===== src/rtl/seg7_scan_driver.sv =====
// Four-digit multiplexed seven-segment driver for the stopwatch display.
// Scans one digit per SCAN_DIV clocks, decodes BCD to active-low segments,
// lights the colon decimal point on digit 2, and blinks the field being
// adjusted when adjust mode is active.
module seg7_scan_driver #(
  parameter int SCAN_DIV = 100000
) (
  input  logic       clk,
  input  logic       rst,
  input  logic [3:0] digit_0,
  input  logic [3:0] digit_1,
  input  logic [3:0] digit_2,
  input  logic [3:0] digit_3,
  input  logic       adj,
  input  logic       sel,
  input  logic       blink_tick,
  output logic [3:0] an,
  output logic [6:0] seg,
  output logic       dp
);

  localparam int CW = (SCAN_DIV > 1) ? $clog2(SCAN_DIV) : 1;
  localparam logic [CW-1:0] CNT_MAX = CW'(SCAN_DIV - 1);

  localparam logic [3:0] AN_OFF  = 4'b1111;
  localparam logic [6:0] SEG_OFF = 7'b1111111;

  logic [CW-1:0] scan_cnt;
  logic [1:0]    idx;
  logic          blink_phase;

  logic [3:0] cur_digit;
  logic       in_field;
  logic       blank;
  logic [3:0] an_nxt;
  logic [6:0] seg_nxt;
  logic       dp_nxt;

  // BCD to active-low {g,f,e,d,c,b,a}; anything above 9 shows a dash.
  function automatic logic [6:0] seg_encode(input logic [3:0] d);
    case (d)
      4'd0:    seg_encode = 7'b1000000;
      4'd1:    seg_encode = 7'b1111001;
      4'd2:    seg_encode = 7'b0100100;
      4'd3:    seg_encode = 7'b0110000;
      4'd4:    seg_encode = 7'b0011001;
      4'd5:    seg_encode = 7'b0010010;
      4'd6:    seg_encode = 7'b0000010;
      4'd7:    seg_encode = 7'b1111000;
      4'd8:    seg_encode = 7'b0000000;
      4'd9:    seg_encode = 7'b0010000;
      default: seg_encode = 7'b0111111;
    endcase
  endfunction

  // Scan timer: advance the digit slot each time the divider wraps.
  // NOTE: sequential state uses non-blocking assignments so every register
  // samples pre-edge values, independent of statement order.
  always_ff @(posedge clk) begin
    if (rst) begin
      scan_cnt <= '0;
      idx      <= 2'd0;
    end else if (scan_cnt == CNT_MAX) begin
      scan_cnt <= '0;
      idx      <= idx + 2'd1;
    end else begin
      scan_cnt <= scan_cnt + CW'(1);
    end
  end

  // Blink phase only runs in adjust mode; leaving adjust mode shows the field.
  always_ff @(posedge clk) begin
    if (rst || !adj) begin
      blink_phase <= 1'b0;
    end else if (blink_tick) begin
      blink_phase <= ~blink_phase;
    end
  end

  // Select the digit for the current slot and decide whether it is blanked.
  // NOTE: every output of this block gets a default first so no path leaves
  // a value unassigned and no latch is inferred.
  always_comb begin
    cur_digit = digit_0;
    case (idx)
      2'd0:    cur_digit = digit_0;
      2'd1:    cur_digit = digit_1;
      2'd2:    cur_digit = digit_2;
      default: cur_digit = digit_3;
    endcase

    in_field = sel ? (idx <= 2'd1) : (idx >= 2'd2);
    blank    = adj && blink_phase && in_field;

    if (blank) begin
      an_nxt  = AN_OFF;
      seg_nxt = SEG_OFF;
      dp_nxt  = 1'b1;
    end else begin
      an_nxt  = ~(4'b0001 << idx);
      seg_nxt = seg_encode(cur_digit);
      dp_nxt  = (idx == 2'd2) ? 1'b0 : 1'b1;
    end
  end

  // Register the pin drive so outputs are glitch-free with one cycle latency.
  always_ff @(posedge clk) begin
    if (rst) begin
      an  <= AN_OFF;
      seg <= SEG_OFF;
      dp  <= 1'b1;
    end else begin
      an  <= an_nxt;
      seg <= seg_nxt;
      dp  <= dp_nxt;
    end
  end

endmodule


===== config.mk =====
export PLATFORM = sky130hd
export DESIGN_NAME = seg7_scan_driver
export DESIGN_NICKNAME = d
export VERILOG_FILES = /design/src/rtl/seg7_scan_driver.sv
export SDC_FILE = /design/constraint.sdc
export NUM_CORES = 1
export LEC_CHECK = 0
export ABC_AREA = 1
export CAP_MARGIN = 5
export CORE_ASPECT_RATIO = 1.75
export CORE_MARGIN = 1.5
export CORE_UTILIZATION = 50
export CTS_CLUSTER_DIAMETER = 80
export DETAILED_ROUTE_END_ITERATION = 16
export PLACE_DENSITY = 0.77
export SYNTH_ARGS = -nofsm -noshare
export SYNTH_HDL_FRONTEND = slang
export SYNTH_SLANG_ARGS = --single-unit

===== constraint.sdc =====
create_clock -name clk -period 2.4 [get_ports clk]
set_input_delay 0.48 -clock clk [delete_from_list [all_inputs] [get_ports clk]]
set_output_delay 0.48 -clock clk [all_outputs]
set_load 0.03 [all_outputs]

==> results of run 1 <==
## sequential cells by signal, summed over array words and instances, names as in the netlist
signal,count
scan_cnt,17
an,4
seg,7
idx,2
blink_phase,1
## stage by stage
step,cells,hold slack (ns),setup WS (ns),cell area (µm²),power (mW)
4_1_cts,325,0.4697,0.5137,2152,1.102
3_5_place_dp,318,0.4541,0.4006,2064,0.6819
3_3_place_gp,318,0.4418,0.4245,2064,0.6793
2_1_floorplan,245,0.4296,0.7943,1709,0.6193
5_1_grt,325,0.4908,0.2979,2152,1.131
6_report,325,0.4610,0.5422,2152,1.088
## area by class of cell
class                      instances  share of cell area
tap                               43             0.02500
sequential                        31              0.2884
inverter                          23             0.04012
clock buffer                       6             0.03837
clock inverter                     1            0.002326
multi-input combinational        189              0.4570
timing repair buffer              32              0.1488
## power groups by stage
stage	Combinational, mW	Sequential, mW	Clock, mW
global placement	0.132	0.547	0
detailed placement	0.134	0.548	0
floorplan	0.0525	0.567	0
global route	0.147	0.538	0.445
finish	0.133	0.536	0.419
CTS	0.134	0.536	0.431
## critical path, stage by stage (launching register included)
cell      delay [ns]
dfxtp_1         0.40
inv_1           0.11
ha_1            0.30
nand2_1         0.10
nand2_1         0.06
o21bai_1        0.26
ha_1            0.31
inv_1           0.05
nand2_1         0.05
nand2_1         0.06
nand2_1         0.05
nand2_1         0.05
## kinds of logic after synthesis
logic type	after synthesis	share of synthesized area
fa+ha+maj	9	0.06589
compound gates	14	0.06149
buf+inv	25	0.06149
simple gates	164	0.4378
xor+xnor	2	0.01025
flops	31	0.3631
## worst max-delay path by stage
stage              to  slack (ns)  cells after the start
4_1_cts        seg[4]        0.51                     10
3_5_place_dp   seg[4]        0.40                      9
6_report       seg[3]        0.54                     11
2_1_floorplan  seg[3]        0.79                     11
3_3_place_gp   seg[4]        0.42                      9
5_1_grt        seg[4]        0.30                     10
## routing by layer
| metal | vias to the layer above | routed length [µm] |
|---|---|---|
| met5 | - | 0 |
| met4 | 0 | 105 |
| met3 | 10 | 127 |
| met2 | 36 | 2162 |
| met1 | 719 | 1285 |
| li1 | 851 | - |
## synth_stat cells, drive strengths merged
cell type / n
clkinv: 1
nand4: 5
nor2: 46
nand2: 83
xor2: 1
ha: 9
buf: 2
or2: 2
o21bai: 2
nand3b: 2
inv: 22
nand3: 19
dfxtp: 31
a21oi: 9
xnor2: 1
nor3: 7
o21ai: 3
## cell usage in the layout (no fill, tap or decap), types with 2 or more instances in the layout
cell              n
nor2_2            7
a21oi_1           7
nand3_1          18
nand2_2           5
nand3b_1          2
or2_1             2
nor3_2            2
nand2_1          77
ha_1              9
clkbuf_8          6
nor2_4            2
inv_1            16
nor3_1            5
nand4_1           5
inv_2             6
clkdlybuf4s50_1  32
nor2_1           37
dfxtp_1          31
==> out/metrics.cfg, run 1 <==
[power]
pwr-share-seq=0.493
power_density_nw_per_um2=505.6
clockPowerShare=0.385
p_comb_frac=0.122
p_sw_frac=0.2476
p_int_uw=818.6
p_leak_nw=0.8540
ir_drop_mv=0.3186
p_sw_uw=269.4

[timing]
post-route-min-period_ns=1.858
fmax_mhz=538.3
min_period_over_period=0.7741
setup_viol_count_final=0
hold_viol=0
rsz0062_at_grt=no
worst_clock_skew_ns=0.003358
finalMaxSlewViolations=0
setup-tns-final_ns=0
slew-limit-headroom=0.7767
worst_pin_slew_ns=0.3339

[clock_tree]
cts_setup_buffers=0
cts_max_path_buffers=2
cts.htree.levels=2
cts_tree=done
clk_pin_slew_ns=0.07
clkLatencyLatePin_ns=0.28
cts_root_buffer=clkbuf_8
ctsResizeCount=0
cts_hold_buffers=0
cts_inserted_buffers=5
clock-sinks=31

[hold_path]
min_path_type=flop to flop
min_to=scan_cnt[0]
hold_path_startpoint=scan_cnt[0]
whs_path_depth=1

[final_layout]
nets=312
finish.utilization=0.6706
antenna_cells=0
drive_gt1_frac=0.1241
n_fill_cell=307
multi_input_area_um2=983.4
ff_latch_area_um2=620.6
area_growth_pct=25.91

[logic_synthesis]
yosysWarnings=0
synth_top_area_cell=dfxtp_1
ys_seq_area_frac=0.3631
ys_top_cells_by_area=dfxtp_1 (36%), nand2_1 (17%), nor2_1 (8.1%)
synthCells=245
synth_nets=275
netlist_area_um2=1709
avgSynthCellArea_um2=6.976
yosysTopAreaCellShare=0.3631
synthDistinctLibCells=30
ys_ff_latch=31

[global_routing]
grt_pass1_wl_mm=6.348
busiest_layer=met2
overflow=0
grt_pass1_vias=1542
met3_usage=0.04719
grt_antenna_before_repair=0
grt_use_met1=0.2201
met2_usage=0.4370
grt_usage=0.2366
grt_max_degree=18

[worst_setup_path]
cp-end-kind=flop
crit_path_start=idx[0]
cp_data_required_time_ns=2.63
cp.arrival_ns=2.09
critPathMaxFanout=6
crit_path_start_kind=flop
r2r-start=idx[0]
r2r_slack_ns=0.54
worst_r2r_path_depth=11
reg2reg_to=seg[3]
critPathKind=flop to flop

[routing]
viasPerCell=4.972
antenna_left=0
first_pass_iters=4
drt_wl_total_mm=3.680
route.detailed.drc=0
wire_per_inst_um=11.32
drt-initial-drc-count=31
via_count=1616

[placed_design]
portBuffers=32
hpwl_mm=2.983
gp_congestion=0.9456

[floorplanning]
die_x_um=47.20
die_h_um=80.35
ios=33
die_area_um2=3792
start_util=0.5326
coreArea_um2=3209
rows=27

[status]
status=completed

[run]
drv_cap=0

No activity file was read; power rests on OpenSTA's default activity.
==> inputs of run 2 (changes only) <==
Settings changed: CORE_UTILIZATION 50 to 46, PLACE_DENSITY 0.77 to 0.75.
Clock period 2.4 ns to 1.5 ns, I/O delays scaled along.
==> out/metrics.cfg, run 2 (synthesis results as in run 1) <==
[worst_setup_path]
cp_data_required_time_ns=1.67  ; was 2.63 ns
crit_path_start_kind=flop  ; unchanged
crit_path_start=idx[1]  ; was idx[0]
cp-end-kind=flop  ; unchanged
cp.arrival_ns=1.82  ; was 2.09 ns
r2r-start=idx[1]  ; was idx[0]
critPathKind=flop to flop  ; unchanged
critPathMaxFanout=7  ; was 6

[final_layout]
final_cell_mix=nand2_1 (61), nor2_1 (31), dfxtp_1 (29)  ; was nand2_1 (77), nor2_1 (37), clkdlybuf4s50_1 (32)
top_regs=scan_cnt x17, seg x7, an x4  ; unchanged
n_fill_cell=257  ; was 307
area_growth_pct=54.54  ; was 25.91%
largest_reg_flops=17  ; unchanged
top_register=scan_cnt  ; unchanged
final_common_cell=nand2_1  ; unchanged
drive_gt1_frac=0.3290  ; was 0.1241
nets=336  ; was 312
stdcell_area_um2=2641  ; was 2152 µm²
antenna_cells=0  ; unchanged

[global_routing]
overflow=0  ; unchanged
grt_usage=0.2494  ; was 0.2366
grt_antenna_before_repair=0  ; unchanged
grt_pass1_wl_mm=7.817  ; was 6.348 mm
grt_max_degree=18  ; unchanged
grt_pass1_vias=1858  ; was 1,542

[power]
pwr-share-seq=0.427  ; was 0.493
p_sw_uw=486.4  ; was 269.4 µW
p_comb_frac=0.140  ; was 0.122
p_int_mw=1.513  ; was 818.6 µW
power_mw=1.999  ; was 1.088 mW
p_leak_nw=1.017  ; was 0.8540 nW
clockPowerShare=0.432  ; was 0.385
p_sw_frac=0.2433  ; was 0.2476
power_density_nw_per_um2=757.0  ; was 505.6 nW/µm²
ir_drop_mv=0.6342  ; was 0.3186 mV

[routing]
antenna_left=0  ; unchanged
drt_wl_total_mm=5.134  ; was 3.680 mm
drt-initial-drc-count=58  ; was 31
wire_per_inst_um=14.54  ; was 11.32 µm
first_pass_iters=4  ; unchanged
via_count=1856  ; was 1,616
route.detailed.drc=0  ; unchanged
viasPerCell=5.258  ; was 4.972

[floorplanning]
die_x_um=49.08  ; was 47.20 µm
coreArea_um2=3592  ; was 3209 µm²
die_area_um2=4104  ; was 3792 µm²
ios=33  ; unchanged
die_h_um=83.64  ; was 80.35 µm
start_util=0.4758  ; was 0.5326
rows=29  ; was 27

[timing]
post-route-min-period_ns=1.652  ; was 1.858 ns
setup_viol_count_final=7  ; was 0
hold_ws_ns=0.4830  ; was 0.4610 ns
worst_pin_slew_ns=0.3436  ; was 0.3339 ns
fmax_mhz=605.2  ; was 538.3 MHz
rsz0062_at_grt=yes  ; was no
timing.final.ws_setup_ns=-0.1524  ; was 0.5422 ns
hold_viol=0  ; unchanged
finalMaxSlewViolations=0  ; unchanged
slew-limit-headroom=0.7718  ; was 0.7767
worst_clock_skew_ns=0.005351  ; was 0.003358 ns
min_period_over_period=1.102  ; was 0.7741

[hold_path]
min_path_type=flop to flop  ; unchanged
hold_path_startpoint=scan_cnt[12]  ; was scan_cnt[0]

[clock_tree]
cts_hold_buffers=0  ; unchanged
cts_inserted_buffers=5  ; unchanged
clk_pin_slew_ns=0.07  ; about the same
cts_tree=done  ; unchanged
clkLatencyLatePin_ns=0.28  ; about the same
cts_root_buffer=clkbuf_8  ; unchanged
cts_max_path_buffers=2  ; unchanged
cts.htree.levels=2  ; unchanged
clock-sinks=31  ; unchanged

[status]
status=complete, but fails checks  ; was completed
violations=negative setup slack

[placed_design]
hpwl_mm=3.115  ; was 2.983 mm
portBuffers=32  ; unchanged
post-place-ws_ns=-0.2091  ; was 0.4006 ns
placed_cell_area_um2=2187  ; was 2064 µm²
gp_congestion=0.8041  ; was 0.9456

[run]
drv_cap=0  ; unchanged

==> run 2: cell types whose count changed in the layout (fill, tap and decap cells not counted), moves of 7 or more <==
cell	change
ha_1	-7
dlygate4sd2_1	+12
clkdlybuf4s50_1	-12
buf_4	+16
nand2_2	+12
nand2_1	-16
==> run 2: cell type report <==
cell class	instances	area, µm²	area share
inverter	23	103.9	0.03932
sequential	31	628.1	0.2378
timing repair buffer	56	541.8	0.2051
multi-input combinational	189	1192	0.4514
clock buffer	6	82.58	0.03126
clock inverter	2	35.03	0.01326
tap	46	57.56	0.02179
==> run 2: metal layers <==
metal,track usage,vias up,part of all wire
met4,0.1429,0,0.047
met1,0.2045,870,0.34
met2,0.5098,71,0.58
met5,0,-,0
met3,0.04659,19,0.035
li1,-,896,-
==> run 2: critical path, cell delays in order (launching register included) <==
cell	delay (ns)
dfxtp_4	0.38
buf_12	0.13
ha_4	0.17
inv_8	0.09
nor2_4	0.05
o21bai_4	0.18
ha_4	0.28
inv_2	0.03
nand2_2	0.06
nand2_2	0.05
nand2_1	0.06
nand2_1	0.05
==> run 2: metrics by stage <==
stage               TNS [ns]  cells  utilization
finish               -0.8833    353       0.7353
CTS                  -0.1219    351       0.7095
global placement      -1.408    335       0.6088
global route          -1.304    353       0.7353
detailed placement    -1.483    335       0.6088
floorplan           -0.03564    245            -
==> run 2: worst paths after layout <==
kind,to,slack [ns],cells past startpoint
worst min register to register,scan_cnt[12],0.48,2
worst min-delay path,scan_cnt[12],0.48,2
worst max-delay path,seg[3],-0.15,11
worst max register to register,seg[3],-0.15,11
==> run 2: power groups by stage <==
stage / sequential [mW] / clock, mW / combinational (mW)
floorplan: 0.907 / 0 / 0.0847
global placement: 0.875 / 0 / 0.227
detailed placement: 0.876 / 0 / 0.229
CTS: 0.854 / 0.866 / 0.257
global route: 0.856 / 0.910 / 0.298
finish: 0.854 / 0.865 / 0.281
==> run 2: repair_timing <==
item / CTS / global route
pin swaps: 21 / 10
endpoints found under the setup margin: 23 / 11
gates resized for setup: 61 / 17
setup buffers: 8 / 2
